File: src/rtl/multicycle_ctrl_if.sv
// Control bundle between the multi-cycle sequencer (master) and the RV32I datapath (slave).
interface multicycle_ctrl_if;
    logic [6:0] opcode;
    logic       branch_cond;
    logic       mem_ready;
    logic       mem_req;
    logic       mem_we;
    logic       iord;
    logic       ir_write;
    logic       pc_write;
    logic       pc_src;
    logic       target_write;
    logic       alu_src_a;
    logic [1:0] alu_src_b;
    logic [1:0] alu_op;
    logic       reg_write;
    logic       mem_to_reg;
    logic       instr_retired;
    logic       trap;
    logic [2:0] state;

    modport master (
        input  opcode, branch_cond, mem_ready,
        output mem_req, mem_we, iord, ir_write, pc_write, pc_src, target_write,
               alu_src_a, alu_src_b, alu_op, reg_write, mem_to_reg,
               instr_retired, trap, state
    );

    modport slave (
        output opcode, branch_cond, mem_ready,
        input  mem_req, mem_we, iord, ir_write, pc_write, pc_src, target_write,
               alu_src_a, alu_src_b, alu_op, reg_write, mem_to_reg,
               instr_retired, trap, state
    );
endinterface

File: src/rtl/multicycle_ctrl.sv
// Multi-cycle FETCH/DECODE/EXEC/MEM/WB sequencer for the RV32I core with illegal-opcode and memory-timeout traps.
// Optional cycle/retire counters are enabled by defining MULTICYCLE_CTRL_PERF_EN.
module multicycle_ctrl #(
    parameter int MEM_TIMEOUT = 16
) (
    input  logic                clk,
    input  logic                rst,
    multicycle_ctrl_if.master   bus
`ifdef MULTICYCLE_CTRL_PERF_EN
    ,
    output logic [31:0]         cycle_cnt,
    output logic [31:0]         retire_cnt
`endif
);

    localparam logic [2:0] S_FETCH  = 3'd0;
    localparam logic [2:0] S_DECODE = 3'd1;
    localparam logic [2:0] S_EXEC   = 3'd2;
    localparam logic [2:0] S_MEM    = 3'd3;
    localparam logic [2:0] S_WB     = 3'd4;
    localparam logic [2:0] S_TRAP   = 3'd5;

    localparam logic [2:0] C_NONE = 3'd0;
    localparam logic [2:0] C_R    = 3'd1;
    localparam logic [2:0] C_I    = 3'd2;
    localparam logic [2:0] C_LD   = 3'd3;
    localparam logic [2:0] C_ST   = 3'd4;
    localparam logic [2:0] C_BR   = 3'd5;

    // A zero timeout would give a zero-width counter; keep one bit that is never compared.
    localparam int             CW        = (MEM_TIMEOUT > 0) ? $clog2(MEM_TIMEOUT + 1) : 1;
    localparam logic [CW-1:0]  WAIT_LAST = CW'((MEM_TIMEOUT > 0) ? MEM_TIMEOUT - 1 : 0);
    localparam bit             TO_EN     = (MEM_TIMEOUT != 0);

    logic [2:0]    state_q, state_d;
    logic [2:0]    cls_q, cls_d;
    logic [CW-1:0] wait_q, wait_d;
    logic          timeout_hit;

    function automatic logic [2:0] decode_class(input logic [6:0] op);
        case (op)
            7'b0110011: decode_class = C_R;
            7'b0010011: decode_class = C_I;
            7'b0000011: decode_class = C_LD;
            7'b0100011: decode_class = C_ST;
            7'b1100011: decode_class = C_BR;
            default:    decode_class = C_NONE;
        endcase
    endfunction

    assign timeout_hit = TO_EN && (wait_q == WAIT_LAST);

    always_comb begin
        state_d = state_q;
        cls_d   = cls_q;
        wait_d  = wait_q;
        case (state_q)
            S_FETCH: begin
                if (bus.mem_ready)  state_d = S_DECODE;
                else if (timeout_hit) state_d = S_TRAP;
                else                wait_d = wait_q + CW'(1);
            end
            S_DECODE: begin
                cls_d   = decode_class(bus.opcode);
                state_d = (cls_d == C_NONE) ? S_TRAP : S_EXEC;
            end
            S_EXEC: begin
                case (cls_q)
                    C_R, C_I:   state_d = S_WB;
                    C_LD, C_ST: state_d = S_MEM;
                    C_BR:       state_d = S_FETCH;
                    default:    state_d = S_TRAP;
                endcase
            end
            S_MEM: begin
                if (bus.mem_ready)    state_d = (cls_q == C_LD) ? S_WB : S_FETCH;
                else if (timeout_hit) state_d = S_TRAP;
                else                  wait_d = wait_q + CW'(1);
            end
            S_WB:    state_d = S_FETCH;
            default: state_d = S_TRAP;
        endcase
        // Every fresh memory request starts its own timeout window.
        if ((state_d != state_q) && ((state_d == S_FETCH) || (state_d == S_MEM)))
            wait_d = '0;
    end

    always_ff @(posedge clk or posedge rst) begin
        if (rst) begin
            state_q <= S_FETCH;
            cls_q   <= C_NONE;
            wait_q  <= '0;
        end else begin
            state_q <= state_d;
            cls_q   <= cls_d;
            wait_q  <= wait_d;
        end
    end

    always_comb begin
        bus.mem_req       = 1'b0;
        bus.mem_we        = 1'b0;
        bus.iord          = 1'b0;
        bus.ir_write      = 1'b0;
        bus.pc_write      = 1'b0;
        bus.pc_src        = 1'b0;
        bus.target_write  = 1'b0;
        bus.alu_src_a     = 1'b0;
        bus.alu_src_b     = 2'b00;
        bus.alu_op        = 2'b00;
        bus.reg_write     = 1'b0;
        bus.mem_to_reg    = 1'b0;
        bus.instr_retired = 1'b0;
        bus.trap          = 1'b0;
        // Gated by rst so nothing, including mem_req, escapes while reset is held.
        if (!rst) begin
            case (state_q)
                S_FETCH: begin
                    bus.mem_req   = 1'b1;
                    bus.alu_src_b = 2'b10;
                    if (bus.mem_ready) begin
                        bus.ir_write = 1'b1;
                        bus.pc_write = 1'b1;
                    end
                end
                S_DECODE: begin
                    bus.alu_src_b    = 2'b01;
                    bus.target_write = 1'b1;
                end
                S_EXEC: begin
                    bus.alu_src_a = 1'b1;
                    case (cls_q)
                        C_R: bus.alu_op = 2'b10;
                        C_I: begin
                            bus.alu_src_b = 2'b01;
                            bus.alu_op    = 2'b10;
                        end
                        C_LD, C_ST: bus.alu_src_b = 2'b01;
                        C_BR: begin
                            bus.alu_op        = 2'b01;
                            bus.instr_retired = 1'b1;
                            if (bus.branch_cond) begin
                                bus.pc_write = 1'b1;
                                bus.pc_src   = 1'b1;
                            end
                        end
                        default: ;
                    endcase
                end
                S_MEM: begin
                    bus.mem_req       = 1'b1;
                    bus.iord          = 1'b1;
                    bus.mem_we        = (cls_q == C_ST);
                    bus.instr_retired = bus.mem_ready && (cls_q == C_ST);
                end
                S_WB: begin
                    bus.reg_write     = 1'b1;
                    bus.mem_to_reg    = (cls_q == C_LD);
                    bus.instr_retired = 1'b1;
                end
                S_TRAP:  bus.trap = 1'b1;
                default: ;
            endcase
        end
    end

    assign bus.state = state_q;

`ifdef MULTICYCLE_CTRL_PERF_EN
    logic [31:0] cycle_cnt_q, retire_cnt_q;

    always_ff @(posedge clk or posedge rst) begin
        if (rst) begin
            cycle_cnt_q  <= '0;
            retire_cnt_q <= '0;
        end else begin
            if (state_q != S_TRAP)  cycle_cnt_q  <= cycle_cnt_q + 32'd1;
            if (bus.instr_retired)  retire_cnt_q <= retire_cnt_q + 32'd1;
        end
    end

    assign cycle_cnt  = cycle_cnt_q;
    assign retire_cnt = retire_cnt_q;
`endif

endmodule

File: src/flat_wrapper.sv
// flat-port wrapper written by rule: the top's interface ports become plain ports
module multicycle_ctrl_flat 
#(
    parameter int MEM_TIMEOUT = 16
)
  (clk, rst, bus_opcode, bus_branch_cond, bus_mem_ready, bus_mem_req, bus_mem_we, bus_iord, bus_ir_write, bus_pc_write, bus_pc_src, bus_target_write, bus_alu_src_a, bus_alu_src_b, bus_alu_op, bus_reg_write, bus_mem_to_reg, bus_instr_retired, bus_trap, bus_state);
  multicycle_ctrl_if bus_i ();
  input  logic clk;
  input  logic rst;
  input wire logic [$bits(bus_i.opcode)-1:0] bus_opcode;
  input wire logic [$bits(bus_i.branch_cond)-1:0] bus_branch_cond;
  input wire logic [$bits(bus_i.mem_ready)-1:0] bus_mem_ready;
  output wire logic [$bits(bus_i.mem_req)-1:0] bus_mem_req;
  output wire logic [$bits(bus_i.mem_we)-1:0] bus_mem_we;
  output wire logic [$bits(bus_i.iord)-1:0] bus_iord;
  output wire logic [$bits(bus_i.ir_write)-1:0] bus_ir_write;
  output wire logic [$bits(bus_i.pc_write)-1:0] bus_pc_write;
  output wire logic [$bits(bus_i.pc_src)-1:0] bus_pc_src;
  output wire logic [$bits(bus_i.target_write)-1:0] bus_target_write;
  output wire logic [$bits(bus_i.alu_src_a)-1:0] bus_alu_src_a;
  output wire logic [$bits(bus_i.alu_src_b)-1:0] bus_alu_src_b;
  output wire logic [$bits(bus_i.alu_op)-1:0] bus_alu_op;
  output wire logic [$bits(bus_i.reg_write)-1:0] bus_reg_write;
  output wire logic [$bits(bus_i.mem_to_reg)-1:0] bus_mem_to_reg;
  output wire logic [$bits(bus_i.instr_retired)-1:0] bus_instr_retired;
  output wire logic [$bits(bus_i.trap)-1:0] bus_trap;
  output wire logic [$bits(bus_i.state)-1:0] bus_state;
  assign bus_i.opcode = bus_opcode;
  assign bus_i.branch_cond = bus_branch_cond;
  assign bus_i.mem_ready = bus_mem_ready;
  assign bus_mem_req = bus_i.mem_req;
  assign bus_mem_we = bus_i.mem_we;
  assign bus_iord = bus_i.iord;
  assign bus_ir_write = bus_i.ir_write;
  assign bus_pc_write = bus_i.pc_write;
  assign bus_pc_src = bus_i.pc_src;
  assign bus_target_write = bus_i.target_write;
  assign bus_alu_src_a = bus_i.alu_src_a;
  assign bus_alu_src_b = bus_i.alu_src_b;
  assign bus_alu_op = bus_i.alu_op;
  assign bus_reg_write = bus_i.reg_write;
  assign bus_mem_to_reg = bus_i.mem_to_reg;
  assign bus_instr_retired = bus_i.instr_retired;
  assign bus_trap = bus_i.trap;
  assign bus_state = bus_i.state;
  multicycle_ctrl #(.MEM_TIMEOUT(MEM_TIMEOUT)) u_core (.clk(clk), .rst(rst), .bus(bus_i));
endmodule
File: config.mk
export PLATFORM = sky130hd
export DESIGN_NAME = multicycle_ctrl_flat
export DESIGN_NICKNAME = d
export VERILOG_FILES = /design/src/rtl/multicycle_ctrl_if.sv /design/src/rtl/multicycle_ctrl.sv /design/src/flat_wrapper.sv
export SDC_FILE = /design/constraint.sdc
export NUM_CORES = 1
export LEC_CHECK = 0
export BUFFER_PORTS_ARGS = -buffer_cell sky130_fd_sc_hd__buf_2
export CAP_MARGIN = 15
export CELL_PAD_IN_SITES_DETAIL_PLACEMENT = 1
export CELL_PAD_IN_SITES_GLOBAL_PLACEMENT = 1
export CORE_MARGIN = 10
export CORE_UTILIZATION = 37
export CTS_BUF_LIST = sky130_fd_sc_hd__clkbuf_16
export DETAILED_ROUTE_END_ITERATION = 10
export HOLD_SLACK_MARGIN = 0.02
export PLACE_DENSITY_LB_ADDON = 0.2
export SLEW_MARGIN = 10
export SYNTH_ARGS = -nofsm -noshare
export SYNTH_HDL_FRONTEND = slang
export SYNTH_SLANG_ARGS = --single-unit
File: constraint.sdc
create_clock -name clk -period 3.77 [get_ports clk]
set_input_delay 0 -clock clk [delete_from_list [all_inputs] [get_ports clk]]
set_output_delay 0 -clock clk [all_outputs]
set_load 0.01 [all_outputs]
==> impl_metrics.xml <==
<?xml version="1.0" encoding="UTF-8"?>
<metrics>
  <group name="status">
    <metric name="run_status" unit="">completed</metric>
  </group>
  <group name="synthesis">
    <metric name="synthTopCellsByArea" unit="">sky130_fd_sc_hd__dfrtp_1 31%, sky130_fd_sc_hd__nor3_1 5.1%, sky130_fd_sc_hd__o21ai_0 4.5%</metric>
    <metric name="syn-cell-area" unit="µm²">882.1</metric>
    <metric name="post_synth.cell_area_avg" unit="µm²">7.947</metric>
    <metric name="synth.yosys.seq_area_share" unit="%">31.21</metric>
    <metric name="ys_async_sr_fraction" unit="%">100.0</metric>
    <metric name="netlist-cell-type-count" unit="">37</metric>
    <metric name="synth-warning-count" unit="">0</metric>
    <metric name="number_of_enable_flip_flop_cells_after_synthesis" unit="">0</metric>
    <metric name="yosys.area.top_type" unit="">sky130_fd_sc_hd__dfrtp_1</metric>
    <metric name="synth_largest_type_area_fraction" unit="%">31.21</metric>
    <metric name="ys_ff_latch" unit="">11</metric>
    <metric name="synthesis.nets" unit="">124</metric>
    <metric name="synth_cells" unit="">111</metric>
    <metric name="synth_ff_type" unit="">sky130_fd_sc_hd__dfrtp_1</metric>
  </group>
  <group name="worst_setup_path">
    <metric name="worst_setup_path_end_kind" unit="">flip-flop</metric>
    <metric name="ff2ff_path_depth" unit="">5</metric>
    <metric name="critical_path.startpoint_type" unit="">flip-flop</metric>
    <metric name="timing.critical_path.slowest_cell_delay" unit="ns">0.59</metric>
    <metric name="cp_cell_sequence" unit="">nand2b_1 &gt; nor2_1 &gt; nand2_1 &gt; o32ai_1 &gt; dlygate4sd3_1</metric>
    <metric name="arrival" unit="ns">2.22</metric>
    <metric name="r2r-start" unit="">u_core.bus.state[1]</metric>
    <metric name="cp_max_fo" unit="">15</metric>
    <metric name="critical_path.reg2reg.endpoint" unit="">u_core.cls_q[1]</metric>
    <metric name="reg2reg_slack" unit="ns">1.72</metric>
    <metric name="critical_path_class" unit="">flip-flop to flip-flop</metric>
    <metric name="worst_path_max_delay_cell" unit="">sky130_fd_sc_hd__dlygate4sd3_1</metric>
    <metric name="critPathRequiredTime" unit="ns">3.94</metric>
  </group>
  <group name="floorplan">
    <metric name="dieArea" unit="µm²">4737</metric>
    <metric name="die-height" unit="µm">68.83</metric>
    <metric name="start_util" unit="%">39.50</metric>
    <metric name="fp.dieW" unit="µm">68.83</metric>
    <metric name="num_rows" unit="">17</metric>
    <metric name="design.portCount" unit="">30</metric>
    <metric name="design.core.area" unit="µm²">2233</metric>
  </group>
  <group name="detailed_routing">
    <metric name="wire_per_inst" unit="µm">16.32</metric>
    <metric name="postRouteWirelength" unit="µm">2791</metric>
    <metric name="detail-route-antenna-nets" unit="">0</metric>
    <metric name="drc" unit="">0</metric>
    <metric name="dr_total_vias" unit="">960</metric>
    <metric name="route.detailed.vias_per_inst" unit="">5.614</metric>
    <metric name="dr.pass1.iters" unit="">4</metric>
    <metric name="detail_route.iter0.violations" unit="">49</metric>
  </group>
  <group name="min_path">
    <metric name="min_path_cells" unit="">4</metric>
    <metric name="hold_end" unit="">u_core.cls_q[2]</metric>
    <metric name="worst_min_path_start" unit="">bus_opcode[4]</metric>
    <metric name="hp-class" unit="">input pin to flip-flop</metric>
  </group>
  <group name="timing">
    <metric name="timing.max_slew.rel_slack" unit="%">65.46</metric>
    <metric name="timing_max_transition_violations_final" unit="">0</metric>
    <metric name="finalSetupViolations" unit="">0</metric>
    <metric name="timing.clock.skew" unit="ns">0.005760</metric>
    <metric name="timing.setup.tns" unit="ns">0</metric>
    <metric name="final_period_minus_worst_setup_slack" unit="ns">2.049</metric>
    <metric name="post-route-period-util" unit="%">54.34</metric>
    <metric name="max_clock_freq" unit="GHz">0.4881</metric>
    <metric name="rsz0062_at_grt" unit="">no</metric>
    <metric name="worst-slew-pin-transition" unit="ns">0.5175</metric>
    <metric name="timing_hold_violations_final" unit="">0</metric>
  </group>
  <group name="place">
    <metric name="dp_cells" unit="">164</metric>
    <metric name="dpl.hpwl" unit="µm">2192</metric>
    <metric name="routabilityCongestion" unit="">0.7387</metric>
    <metric name="placement.cell_area" unit="µm²">1044</metric>
    <metric name="place.port_buffers" unit="">29</metric>
  </group>
  <group name="run">
    <metric name="max_cap_violations" unit="">0</metric>
  </group>
  <group name="power_and_ir_drop">
    <metric name="clockPowerShare" unit="%">57.3</metric>
    <metric name="switchingPower" unit="mW">0.06753</metric>
    <metric name="p_comb_share" unit="%">6.5</metric>
    <metric name="power.ir.vdd_worst" unit="mV">0.2188</metric>
    <metric name="share_seq_of_total_power" unit="%">36.2</metric>
    <metric name="power_per_cell_area" unit="nW/µm²">293.8</metric>
    <metric name="swShare" unit="%">19.93</metric>
    <metric name="p_int" unit="mW">0.2714</metric>
    <metric name="leakagePower" unit="nW">0.5460</metric>
  </group>
  <group name="cells_and_area">
    <metric name="most_common_library_cell_in_the_layout_ignoring_fill_and_taps" unit="">sky130_fd_sc_hd__buf_2</metric>
    <metric name="finalCoreUtilization" unit="%">51.65</metric>
    <metric name="drive_gt1_share" unit="%">29.37</metric>
    <metric name="syn_to_final_growth" unit="%">30.78</metric>
    <metric name="design.final.nets" unit="">157</metric>
    <metric name="layout.cell_area.non_filler" unit="µm²">1154</metric>
    <metric name="most-common-layout-cells" unit="">29 x sky130_fd_sc_hd__buf_2, 11 x sky130_fd_sc_hd__dfrtp_1, 9 x sky130_fd_sc_hd__inv_1, 9 x sky130_fd_sc_hd__nor3_1, 9 x sky130_fd_sc_hd__nand2_1</metric>
    <metric name="final_cells" unit="">171</metric>
    <metric name="antenna_cells" unit="">0</metric>
  </group>
  <group name="clock_tree">
    <metric name="cts_tree" unit="">built</metric>
    <metric name="clk_latency" unit="ns">0.24</metric>
    <metric name="clock_path_buffers" unit="">2</metric>
    <metric name="clk_pin_slew_worst_paths" unit="ns">0.04</metric>
    <metric name="cts_htree_levels" unit="">1</metric>
    <metric name="cts_resized" unit="">0</metric>
    <metric name="clkSinkCount" unit="">11</metric>
    <metric name="cts_inserted_buffers" unit="">3</metric>
    <metric name="clock_tree.root_cell" unit="">sky130_fd_sc_hd__clkbuf_16</metric>
  </group>
  <group name="global_route">
    <metric name="number_of_antenna_violations_at_the_first_check_in_global_routing" unit="">0</metric>
    <metric name="largest_net_degree_at_the_start_of_global_routing" unit="">16</metric>
    <metric name="grt_overflow" unit="">0</metric>
    <metric name="number_of_global_route_vias_before_repair" unit="">995</metric>
    <metric name="grt_first_pass_wirelength" unit="µm">4892</metric>
    <metric name="global_route.usage.total" unit="%">13.18</metric>
  </group>
</metrics>
-- per-layer routing --
layer	global-route usage [%]	vias to the layer above	wire, µm
li1	-	467	-
met1	16.93	460	1270
met2	20.97	29	1266
met3	2.899	4	222
met4	5.172	0	32
met5	0	-	0
-- cell families after synthesis --
| logic type | count (synthesis) | synth area share, % |
|---|---|---|
| and+or+nand+nor | 51 | 31.91 |
| AOI/OAI and AO/OA | 27 | 20.00 |
| buffers and inverters | 13 | 5.956 |
| DFF | 11 | 31.21 |
| xor gates and xnor gates | 5 | 5.817 |
| muxes | 2 | 2.270 |
| adders and majority gates | 2 | 2.836 |
-- flip-flops by register name (all words and copies together), names as in the netlist --
| name | cells |
|---|---|
| u_core.wait_q | 5 |
| u_core.bus.state | 3 |
| u_core.cls_q | 3 |
-- timing repair --
| item | in CTS | in global routing |
|---|---|---|
| hold buffers | 3 | 0 |
| buffers inserted | 0 | 0 |
| endpoints found under the hold margin | 12 | 0 |
| setup endpoints to repair | 0 | 0 |
-- worst max-delay path by stage --
| stage | slack (ns) | end | start |
|---|---|---|---|
| detailed placement | 1.76 | u_core.wait_q[1] | u_core.wait_q[0] |
| floorplan | 1.90 | u_core.wait_q[0] | u_core.wait_q[0] |
| CTS | 1.74 | u_core.wait_q[1] | u_core.wait_q[0] |
| finish | 1.72 | u_core.cls_q[1] | u_core.bus.state[1] |
| global route | 1.57 | u_core.cls_q[1] | u_core.bus.state[0] |
| global placement | 1.86 | u_core.wait_q[0] | u_core.wait_q[0] |
-- synth_stat cells (all sizes together), types with 3 or more instances --
cell type / n
a31oi: 5
a21oi: 5
nor2: 8
or2: 4
nand3: 4
nor2b: 4
nand2: 9
and3: 3
xnor2: 3
o21ai: 9
buf: 3
dfrtp: 11
nor3: 9
inv: 9
-- worst max-delay path: cells and delay by family (launching register included) --
family	cells	cell delay, ns
simple gates	3	0.62
compound gates	1	0.22
flops	1	0.55
buf+inv	1	0.59
-- area by class of cell --
type                    count  area (µm²)
well taps                  28       35.03
inverters                   9       33.78
flip-flops and latches     11       275.3
repair buffers             32       175.2
fillers                   289        1080
clock buffers               3       75.07
multi-input cells          87       554.3
clock inverters             1       5.005
-- per-stage QoR --
stage / total power [mW] / setup WS [ns] / hold slack, ns
global placement: 0.1444 / 1.858 / 0.1078
floorplan: 0.1343 / 1.898 / -0.1310
detailed placement: 0.1453 / 1.760 / 0.1129
CTS: 0.3438 / 1.740 / 0.1183
global route: 0.3552 / 1.568 / 0.1556
finish: 0.3389 / 1.721 / 0.1146
-- power by group through the flow --
stage | clock network, mW | logic [mW] | registers (mW)
after floorplan | 0 | 0.0106 | 0.124
after global placement | 0 | 0.0204 | 0.124
after detailed placement | 0 | 0.0210 | 0.124
after CTS | 0.199 | 0.0228 | 0.123
after global routing | 0.207 | 0.0257 | 0.123
final | 0.194 | 0.0222 | 0.123
Power figures use the tool's default switching activity.
